`src/rtl/cpu_clk_ctrl_pkg.sv`:
```
// cpu_clk_pkg: shared state encoding, rate codes and prescaler ratios for cpu_clk_ctrl.
package cpu_clk_pkg;
  typedef enum logic [1:0] {HALTED = 2'd0, RUN = 2'd1, STEP = 2'd2} state_t;
  typedef logic [2:0] speed_t;
  localparam speed_t SPD_1HZ = 3'd0;
  localparam speed_t SPD_10HZ = 3'd1;
  localparam speed_t SPD_100HZ = 3'd2;
  localparam speed_t SPD_1KHZ = 3'd3;
  localparam speed_t SPD_10KHZ = 3'd4;
  localparam speed_t SPD_100KHZ = 3'd5;
  localparam speed_t SPD_1MHZ = 3'd6;
  localparam speed_t SPD_10MHZ = 3'd7;
  localparam int FIRST_DIV = 5;
  localparam int DECADE_DIV = 10;
  localparam int NUM_STAGES = 8;
endpackage

```
`src/rtl/cpu_clk_ctrl_if.sv`:
```
// cpu_clk_ctrl_if: front-panel/CPU-side signals of the clock controller.
interface cpu_clk_ctrl_if import cpu_clk_pkg::*; #(parameter int CNT_W = 16);
  speed_t speed_sel;
  logic run_btn;
  logic step_btn;
  logic cpu_halt;
  logic cpu_tick;
  logic running;
  speed_t speed_active;
  logic [CNT_W-1:0] tick_count;
  modport slave (input speed_sel, run_btn, step_btn, cpu_halt,
                 output cpu_tick, running, speed_active, tick_count);
  modport master (output speed_sel, run_btn, step_btn, cpu_halt,
                  input cpu_tick, running, speed_active, tick_count);
endinterface

```
`src/rtl/cpu_clk_ctrl_decade_stage.sv`:
```
// decade_stage: one prescaler stage, counts 0..N-1 while enabled and strobes on the last count.
module decade_stage #(parameter int N = 10) (
  input  logic clock_50MHz,
  input  logic reset_n,
  input  logic en_i,
  output logic strb_o
);
  logic [3:0] count_q, count_d;
  logic last;
  assign last = count_q == 4'(N - 1);
  assign strb_o = en_i & last;
  assign count_d = en_i ? (last ? 4'd0 : count_q + 4'd1) : count_q;
  always_ff @(posedge clock_50MHz or negedge reset_n)
    if (!reset_n) count_q <= '0;
    else count_q <= count_d;
endmodule

```
`src/rtl/cpu_clk_ctrl.sv`:
```
// cpu_clk_ctrl: run/step/halt controller issuing one-cycle CPU clock enables at a decade rate.
module cpu_clk_ctrl import cpu_clk_pkg::*; #(
  parameter int DEBOUNCE_CYCLES = 500000,
  parameter int CNT_W = 16
) (
  input logic clock_50MHz,
  input logic reset_n,
  cpu_clk_ctrl_if.slave bus
);
  localparam int DB_W = $clog2(DEBOUNCE_CYCLES + 1);
  logic [NUM_STAGES:0] chain;
  logic [NUM_STAGES-1:0] strb;
  logic rate_strb;
  assign chain[0] = 1'b1;
  // chain[1] is the 10MHz strobe; each later stage is one decade slower
  for (genvar g = 0; g < NUM_STAGES; g++) begin : g_stage
    decade_stage #(.N(g == 0 ? FIRST_DIV : DECADE_DIV)) u_stage (
      .clock_50MHz(clock_50MHz),
      .reset_n(reset_n),
      .en_i(chain[g]),
      .strb_o(chain[g+1])
    );
    assign strb[int'(SPD_10MHZ) - g] = chain[g+1];
  end
  speed_t speed_q;
  assign rate_strb = strb[speed_q];
  logic [1:0] btn_raw, evt;
  assign btn_raw = {bus.step_btn, bus.run_btn};
  for (genvar b = 0; b < 2; b++) begin : g_db
    logic sync1_q, sync2_q, stable_q, evt_q;
    logic [DB_W-1:0] cnt_q;
    logic differ, done;
    assign differ = sync2_q != stable_q;
    assign done = cnt_q == DB_W'(DEBOUNCE_CYCLES - 1);
    assign evt[b] = evt_q;
    always_ff @(posedge clock_50MHz or negedge reset_n)
      if (!reset_n) begin
        sync1_q <= 1'b0;
        sync2_q <= 1'b0;
        stable_q <= 1'b0;
        evt_q <= 1'b0;
        cnt_q <= '0;
      end else begin
        sync1_q <= btn_raw[b];
        sync2_q <= sync1_q;
        cnt_q <= (differ && !done) ? cnt_q + 1'b1 : '0;
        stable_q <= (differ && done) ? sync2_q : stable_q;
        evt_q <= differ & done & sync2_q;
      end
  end
  logic run_evt, step_evt;
  assign run_evt = evt[0];
  assign step_evt = evt[1];
  state_t state_q, state_d;
  logic running_q, tick;
  logic [CNT_W-1:0] count_q;
  always_comb begin
    state_d = state_q;
    tick = 1'b0;
    unique case (state_q)
      HALTED: state_d = run_evt ? RUN : step_evt ? STEP : HALTED;
      RUN: begin
        tick = rate_strb & ~bus.cpu_halt;
        state_d = (bus.cpu_halt | run_evt) ? HALTED : RUN;
      end
      STEP: begin
        tick = 1'b1;
        state_d = HALTED;
      end
      default: state_d = HALTED;
    endcase
  end
  // while running, a new rate only takes effect on a strobe of the old rate
  always_ff @(posedge clock_50MHz or negedge reset_n)
    if (!reset_n) begin
      state_q <= HALTED;
      running_q <= 1'b0;
      speed_q <= SPD_1HZ;
      count_q <= '0;
    end else begin
      state_q <= state_d;
      running_q <= state_d == RUN;
      speed_q <= (state_q != RUN || rate_strb) ? bus.speed_sel : speed_q;
      count_q <= count_q + CNT_W'(tick);
    end
  assign bus.cpu_tick = tick;
  assign bus.running = running_q;
  assign bus.speed_active = speed_q;
  assign bus.tick_count = count_q;
endmodule

```
`src/flat_wrapper.sv`:
```
// flat-port wrapper written by rule: the top's interface ports become plain ports
module cpu_clk_ctrl_flat import cpu_clk_pkg::*;
#(
  parameter int DEBOUNCE_CYCLES = 500000,
  parameter int CNT_W = 16
)
  (clock_50MHz, reset_n, bus_speed_sel, bus_run_btn, bus_step_btn, bus_cpu_halt, bus_cpu_tick, bus_running, bus_speed_active, bus_tick_count);
  cpu_clk_ctrl_if #(.CNT_W(CNT_W)) bus_i ();
  input logic clock_50MHz;
  input logic reset_n;
  input wire logic [$bits(bus_i.speed_sel)-1:0] bus_speed_sel;
  input wire logic [$bits(bus_i.run_btn)-1:0] bus_run_btn;
  input wire logic [$bits(bus_i.step_btn)-1:0] bus_step_btn;
  input wire logic [$bits(bus_i.cpu_halt)-1:0] bus_cpu_halt;
  output wire logic [$bits(bus_i.cpu_tick)-1:0] bus_cpu_tick;
  output wire logic [$bits(bus_i.running)-1:0] bus_running;
  output wire logic [$bits(bus_i.speed_active)-1:0] bus_speed_active;
  output wire logic [$bits(bus_i.tick_count)-1:0] bus_tick_count;
  assign bus_i.speed_sel = bus_speed_sel;
  assign bus_i.run_btn = bus_run_btn;
  assign bus_i.step_btn = bus_step_btn;
  assign bus_i.cpu_halt = bus_cpu_halt;
  assign bus_cpu_tick = bus_i.cpu_tick;
  assign bus_running = bus_i.running;
  assign bus_speed_active = bus_i.speed_active;
  assign bus_tick_count = bus_i.tick_count;
  cpu_clk_ctrl #(.DEBOUNCE_CYCLES(DEBOUNCE_CYCLES), .CNT_W(CNT_W)) u_core (.clock_50MHz(clock_50MHz), .reset_n(reset_n), .bus(bus_i));
endmodule
```
`config.mk`:
```
export PLATFORM = sky130hd
export DESIGN_NAME = cpu_clk_ctrl_flat
export DESIGN_NICKNAME = d
export VERILOG_FILES = /design/src/rtl/cpu_clk_ctrl_pkg.sv /design/src/rtl/cpu_clk_ctrl_if.sv /design/src/rtl/cpu_clk_ctrl_decade_stage.sv /design/src/rtl/cpu_clk_ctrl.sv /design/src/flat_wrapper.sv
export SDC_FILE = /design/constraint.sdc
export NUM_CORES = 1
export LEC_CHECK = 0
export CORE_ASPECT_RATIO = 1.75
export CORE_MARGIN = 5
export CORE_UTILIZATION = 26
export CTS_CLUSTER_DIAMETER = 100
export DETAILED_ROUTE_END_ITERATION = 8
export PLACE_DENSITY = 0.47
export SKIP_CTS_REPAIR_TIMING = 1
export SLEW_MARGIN = 30
export SYNTH_ARGS = -nofsm -noshare
export SYNTH_HDL_FRONTEND = slang
export SYNTH_SLANG_ARGS = --single-unit
```
`constraint.sdc`:
```
create_clock -name clock_50MHz -period 3.3 [get_ports clock_50MHz]
set_input_delay 0.66 -clock clock_50MHz [delete_from_list [all_inputs] [get_ports clock_50MHz]]
set_output_delay 0.66 -clock clock_50MHz [all_outputs]
set_load 0.1 [all_outputs]
```
# After elaboration in Yosys (flattened, before gate mapping)
# Index checks and enable logic that the tools add are counted.
dict set report op_classes {
  n_addsub 11
  n_mux 17
  eq_ne 16
  n_lt_le_gt_ge 1
  n_bitwise 14
  n_reduce_logical 8
}
# cell count
set op_table {}
lappend op_table {{$add 19x1->19 const B} 2}
lappend op_table {{$eq 19x19->1 const B} 2}
lappend op_table {{$mux 19} 2}
lappend op_table {{$add 4x1->4 const B} 8}
lappend op_table {{$mux 4} 8}
lappend op_table {{$eq 4x4->1 const B} 7}
lappend op_table {{$add 16x1->16} 1}
lappend op_table {{$and 1x1->1} 12}
lappend op_table {{$eq 2x1->1 const B} 2}
lappend op_table {{$eq 4x3->1 const B} 1}
lappend op_table {{$logic_and 1x1->1} 4}
lappend op_table {{$lt 3x4->1 const B} 1}
lappend op_table {{$mux 2} 2}
lappend op_table {{$pmux 2 s2} 1}
lappend op_table {{$bmux 1 s3} 1}
lappend op_table {{$eq 2x2->1 const B} 1}
lappend op_table {{$logic_not 1->1} 2}
lappend op_table {{$logic_not 2->1} 1}
lappend op_table {{$mux 1} 2}
lappend op_table {{$ne 1x1->1} 2}
lappend op_table {{$ne 2x1->1 const B} 1}
lappend op_table {{$pmux 1 s2} 1}
lappend op_table {{$logic_or 1x1->1} 1}
lappend op_table {{$not 1->1} 1}
lappend op_table {{$or 1x1->1} 1}
dict set report totals {
  input_bits 8
  ff_bits 100
  wordCells 89
}

# Longest topological paths before layout
dict set report depth {
  depth_word 13
  mapped_depth 15
}

# Modules after synthesis
# A second synthesis with hierarchy kept.
dict set report unflattened {
  hier_cells 443
  area_unflattened_um2 4752.1
}
# mod instances cells_per_inst seq_area_each_um2 area_each_um2
set by_module_without_submodules {}
lappend by_module_without_submodules {cpu_clk_ctrl 1 301 1701.6 3209.3}
lappend by_module_without_submodules {{decade_stage (u_core.g_stage[1].u_stage ...)} 7 17 100.1 187.7}
lappend by_module_without_submodules {{decade_stage (u_core.g_stage[0].u_stage)} 1 23 100.1 229.0}

# Least setup slack after synthesis
# No wires, ideal clock.
dict set report synth_path {
  path_kind {reg-to-reg}
  start {reg u_core.speed_q[0], in the netlist u_core.bus.speed_active[0]}
  end {reg u_core.count_q[12], in the netlist u_core.bus.tick_count[12]}
  stages_incl_launch_ff 13
  required_time_ps 3137
  slack_ps -2191
  n_path_buf 0
  t_arrival_ps 5329
  path_cell_list {dfrtp_1 > or2_2 > o22ai_1 > nor4_4 > nor2_1 > o21ai_0 > ha_1 > ha_1 > nand3_1 > nor2_1 > nand3_1 > nor2_1 > xor2_1}
}
dict set report synth_via {
  elab_chain_cells 5
}
# item line_no
set synth_rtl {}
lappend synth_rtl {{start, declared} cpu_clk_ctrl.sv:25} ;# speed_t speed_q;
lappend synth_rtl {{start signal, assigned} cpu_clk_ctrl.sv:83} ;# speed_q <= (state_q != RUN || rate_strb) ? bus.speed_sel : speed_q;
lappend synth_rtl {{$bmux 1 s3} cpu_clk_ctrl.sv:26} ;# assign rate_strb = strb[speed_q];
lappend synth_rtl {{$mux 1 (not written as such)} cpu_clk_ctrl.sv:26}
lappend synth_rtl {{$and 1x1->1} cpu_clk_ctrl.sv:63} ;# tick = rate_strb & ~bus.cpu_halt;
lappend synth_rtl {{$pmux 1 s2} cpu_clk_ctrl.sv:60} ;# unique case (state_q)
lappend synth_rtl {{via bus_cpu_tick} flat_wrapper.sv:15} ;# output wire logic [$bits(bus_i.cpu_tick)-1:0] bus_cpu_tick;
lappend synth_rtl {{$add 16x1->16} cpu_clk_ctrl.sv:84} ;# count_q <= count_q + CNT_W'(tick);
lappend synth_rtl {{end signal, assigned} cpu_clk_ctrl.sv:84}
lappend synth_rtl {{end, declared} cpu_clk_ctrl.sv:56} ;# logic [CNT_W-1:0] count_q;
# The timed path passes the listed nets, and every way through them passes these cells. The select of a mux whose other input is x is not followed.
# A chain may end at the register's enable or synchronous reset.

# Worst setup path in the final report
dict set report layout_path {
  start {reg u_core.g_stage[0].u_stage.count_q[0]}
  end {out bus_cpu_tick}
}
dict set report layout_via {
  elab_chain_cells 12
}
# item line_no
set layout_rtl {}
lappend layout_rtl {{start, declared} cpu_clk_ctrl_decade_stage.sv:8} ;# logic [3:0] count_q, count_d;
lappend layout_rtl {{start signal, assigned} cpu_clk_ctrl_decade_stage.sv:15} ;# else count_q <= count_d;
lappend layout_rtl {{$eq 4x3->1 *} cpu_clk_ctrl_decade_stage.sv:10} ;# assign last = count_q == 4'(N - 1);
lappend layout_rtl {{$and 1x1->1 (7 in a row)} cpu_clk_ctrl_decade_stage.sv:11} ;# assign strb_o = en_i & last;
lappend layout_rtl {{$bmux 1 s3 *} cpu_clk_ctrl.sv:26}
lappend layout_rtl {{$mux 1 (not written as such) *} cpu_clk_ctrl.sv:26}
lappend layout_rtl {{$and 1x1->1 *} cpu_clk_ctrl.sv:63}
lappend layout_rtl {{$pmux 1 s2 *} cpu_clk_ctrl.sv:60}
lappend layout_rtl {{end, declared} flat_wrapper.sv:15}
# Mark *: on every way between the ends. The rest lies on a longest branch, timed or not. The select of a mux whose other input is x is not followed.

==> flow_metrics.py <==
metrics = {
    "outcome": {
        "outcome": "finished, final reports clean",
    },
    "layout": {
        "most-common-layout-cells": "dfrtp_1, nor2_1, nand2_1, xnor2_1, inv_1",
        "nFillCells": 1879,
        "num_antenna_cells": 0,
        "drive_above_1_share": 0.1474,
        "final_cells": 736,
        "stdcell_area_um2": 5700,
        "final_common_cell": "dfrtp_1",
        "multi_input_area_um2": 2230,
        "seqCellArea_um2": 2505,
        "utilization": 0.3157,
        "area_growth_pct": 19.02,
        "finalNetCount": 514,
    },
    "pwr": {
        "powerDensity_nw_per_um2": 427.4,
        "p_comb_frac": 0.034,
        "sw_frac_of_total": 0.2160,
        "vdd_drop_max_mv": 0.2199,
        "pwr-share-seq": 0.511,
        "p_int_w": 0.001910,
        "p_sw_w": 0.0005262,
        "total_leakage_power_nw": 2.401,
        "pwr-share-clk": 0.455,
    },
    "logic_synthesis": {
        "synth_edf_count": 0,
        "ys_warn_count": 0,
        "synth_seq_cells": 100,
        "avgSynthCellArea_um2": 10.37,
        "synth_top_cell_by_area": "dfrtp_1",
        "yosysSeqAreaShare": 0.5225,
        "synthCells": 462,
        "synth.top_cells.by_area": "dfrtp_1, xnor2_1, nor2_1, nand2_1, xor2_1",
        "syn_nets": 479,
        "synth_top_flop_cell": "dfrtp_1",
        "syn_area_um2": 4790,
        "ys_types": 57,
        "yosysTopAreaCellShare": 0.5225,
        "synthArstFlopShare": 1.000,
    },
    "timing": {
        "rsz0062_at_grt": "no",
        "tightest_slew_ps": 810.4,
        "finalMaxSlewViolations": 0,
        "max_freq_mhz": 322.6,
        "max-slew-margin-rel": 0.4597,
        "clock-skew-final_ps": 9.703,
        "setup_violations": 0,
        "fin_crit_ps": 3100,
        "setup_ws_ps": 199.9,
        "hold_viol_final": 0,
        "fin_crit_sh": 0.9394,
    },
    "drt": {
        "via_per_inst": 4.429,
        "first_pass_iters": 4,
        "wl_per_cell_um": 12.68,
        "ant_nets": 0,
        "vias": 3260,
        "drt_wl_total_um": 9335,
        "drtIter0Drc": 126,
        "drc": 0,
    },
    "global_route": {
        "grt_max_degree": 61,
        "overflow": 0,
        "first_global_vias": 3410,
        "grt_antenna_before_repair": 0,
        "grt_pass1_wl_um": 16170,
        "grt_util_all_layers": 0.09274,
    },
    "cts": {
        "cts_tree": "done",
        "clock-sinks": 100,
        "clkSlewWorstSetupHoldPaths_ps": 70,
        "cts_max_path_buffers": 2,
        "cts_made_buffers": 9,
        "clock_latency_ps": 340,
        "root_buffer": "clkbuf_16",
        "htreeDepth": 3,
    },
    "floorplanning": {
        "die_w_um": 112.6,
        "core_um2": 18050,
        "die_h_um": 189.6,
        "initial_core_util": 0.2653,
        "num_io_pins": 29,
        "die-area_um2": 21340,
        "rows": 65,
    },
    "placed_design": {
        "dp_slack_ps": 244.7,
        "postPlaceCellArea_um2": 5386,
        "place_inst": 720,
        "hpwl_um": 6674,
        "gp_congestion": 0.7306,
        "portBuffers": 28,
    },
    "setup_path": {
        "critPathRequiredTime_ps": 2640,
        "critPathLaunch": "u_core.g_stage[0].u_stage.count_q[0]",
        "critPathMaxFanout": 6,
        "cp-start-kind": "flop",
        "r2r_start": "u_core.g_stage[0].u_stage.count_q[0]",
        "cp-end-kind": "output pin",
        "path_class": "reg -> out",
        "cp.arrival_ps": 2440,
    },
    "run": {
        "cap_violations": 0,
    },
    "hold_path": {
        "min_path_type": "reg -> reg",
        "hold_start": "u_core.g_db[1].sync1_q",
    },
}
[flip-flops by register name, summed over array words and instances (netlist names), 2 cells and up]
signal	flops
u_core.g_db.cnt_q	38
u_core.g_db.stable_q	2
u_core.g_db.sync1_q	2
u_core.bus.speed_active	3
u_core.g_db.evt_q	2
u_core.state_q	2
u_core.g_stage.u_stage.count_q	32
u_core.g_db.sync2_q	2
u_core.bus.tick_count	16
[final cells by class]
cell class	instances	area share
clock buffers	13	0.04741
repair buffers	30	0.04653
multi-input cells	331	0.3911
clock inverters	3	0.007682
inverters	25	0.01646
well taps	234	0.05136
flip-flops and latches	100	0.4394
[cells in the mapped netlist (3+ instances only)]
| cell | instances |
|---|---|
| nand2b_1 | 6 |
| ha_1 | 9 |
| or2_2 | 3 |
| nand2_1 | 45 |
| xnor2_1 | 45 |
| nand4_1 | 10 |
| nor3b_1 | 3 |
| nor4_1 | 3 |
| nor2b_1 | 5 |
| buf_2 | 6 |
| and3b_1 | 3 |
| and3_1 | 5 |
| and4_1 | 3 |
| a21oi_1 | 5 |
| o21ai_0 | 14 |
| nand3_1 | 21 |
| inv_1 | 25 |
| dfrtp_1 | 100 |
| nor3_1 | 11 |
| and2_1 | 5 |
| o211ai_1 | 3 |
| mux2_2 | 5 |
| nor2_1 | 65 |
| xor2_1 | 18 |
| o22ai_1 | 3 |
[metrics by stage]
| step | setup TNS (ps) | hold WS (ps) | power [W] |
|---|---|---|---|
| finish | 0 | 348.7 | 0.002436 |
| global route | 0 | 356.8 | 0.002537 |
| CTS | 0 | 351.4 | 0.002485 |
| detailed placement | 0 | 336.2 | 0.001355 |
| global placement | 0 | 331.6 | 0.001354 |
| floorplan | -50.98 | 331.2 | 0.001308 |
[worst max-delay path, stage by stage, from the launching register on]
cell	delay (ps)
dfrtp_1	410
inv_1	80
ha_2	190
and4b_1	350
nand4_4	210
o211ai_1	220
nand4b_1	170
o21ai_4	250
buf_12	210
[worst paths after layout]
kind,endpoint,slack (ps),depth (start not counted)
worst max-delay path,bus_cpu_tick,200,8
worst min-delay path,u_core.g_db[1].sync2_q,350,0
worst max register to register,u_core.bus.tick_count[13],300,13
worst min register to register,u_core.g_db[1].sync2_q,350,0
max in group asynchronous,u_core.g_db[0].cnt_q[2],2190,2
min in group asynchronous,u_core.bus.tick_count[10],390,1
[routing by layer]
layer / global-route usage / part of all wire / up-vias
li1: - / - / 1622
met1: 0.1082 / 0.42 / 1595
met2: 0.1655 / 0.53 / 31
met3: 0.009230 / 0.013 / 12
met4: 0.04905 / 0.027 / 0
met5: 0 / 0 / -
[kinds of logic (layout without fill, tap and decap cells)]
logic type	Yosys count	count (layout)	share of synthesized area
AND/OR/NAND/NOR	212	212	0.2424
flip-flops	100	100	0.5225
XOR/XNOR	63	63	0.1152
AO/OA/AOI/OAI	38	38	0.04885
buffers and inverters	31	71	0.02586
adder cells (fa/ha/maj)	9	9	0.02351
multiplexers	9	9	0.02168
[power by group through the flow]
stage / Sequential (W) / Combinational (W) / Clock (W)
detailed placement: 0.00127 / 0.0000858 / 0
CTS: 0.00125 / 0.0000862 / 0.00115
finish: 0.00125 / 0.0000823 / 0.00111
global placement: 0.00127 / 0.0000850 / 0
floorplan: 0.00128 / 0.0000254 / 0
global route: 0.00125 / 0.0000945 / 0.00120
(Power assumes the default switching activity.)
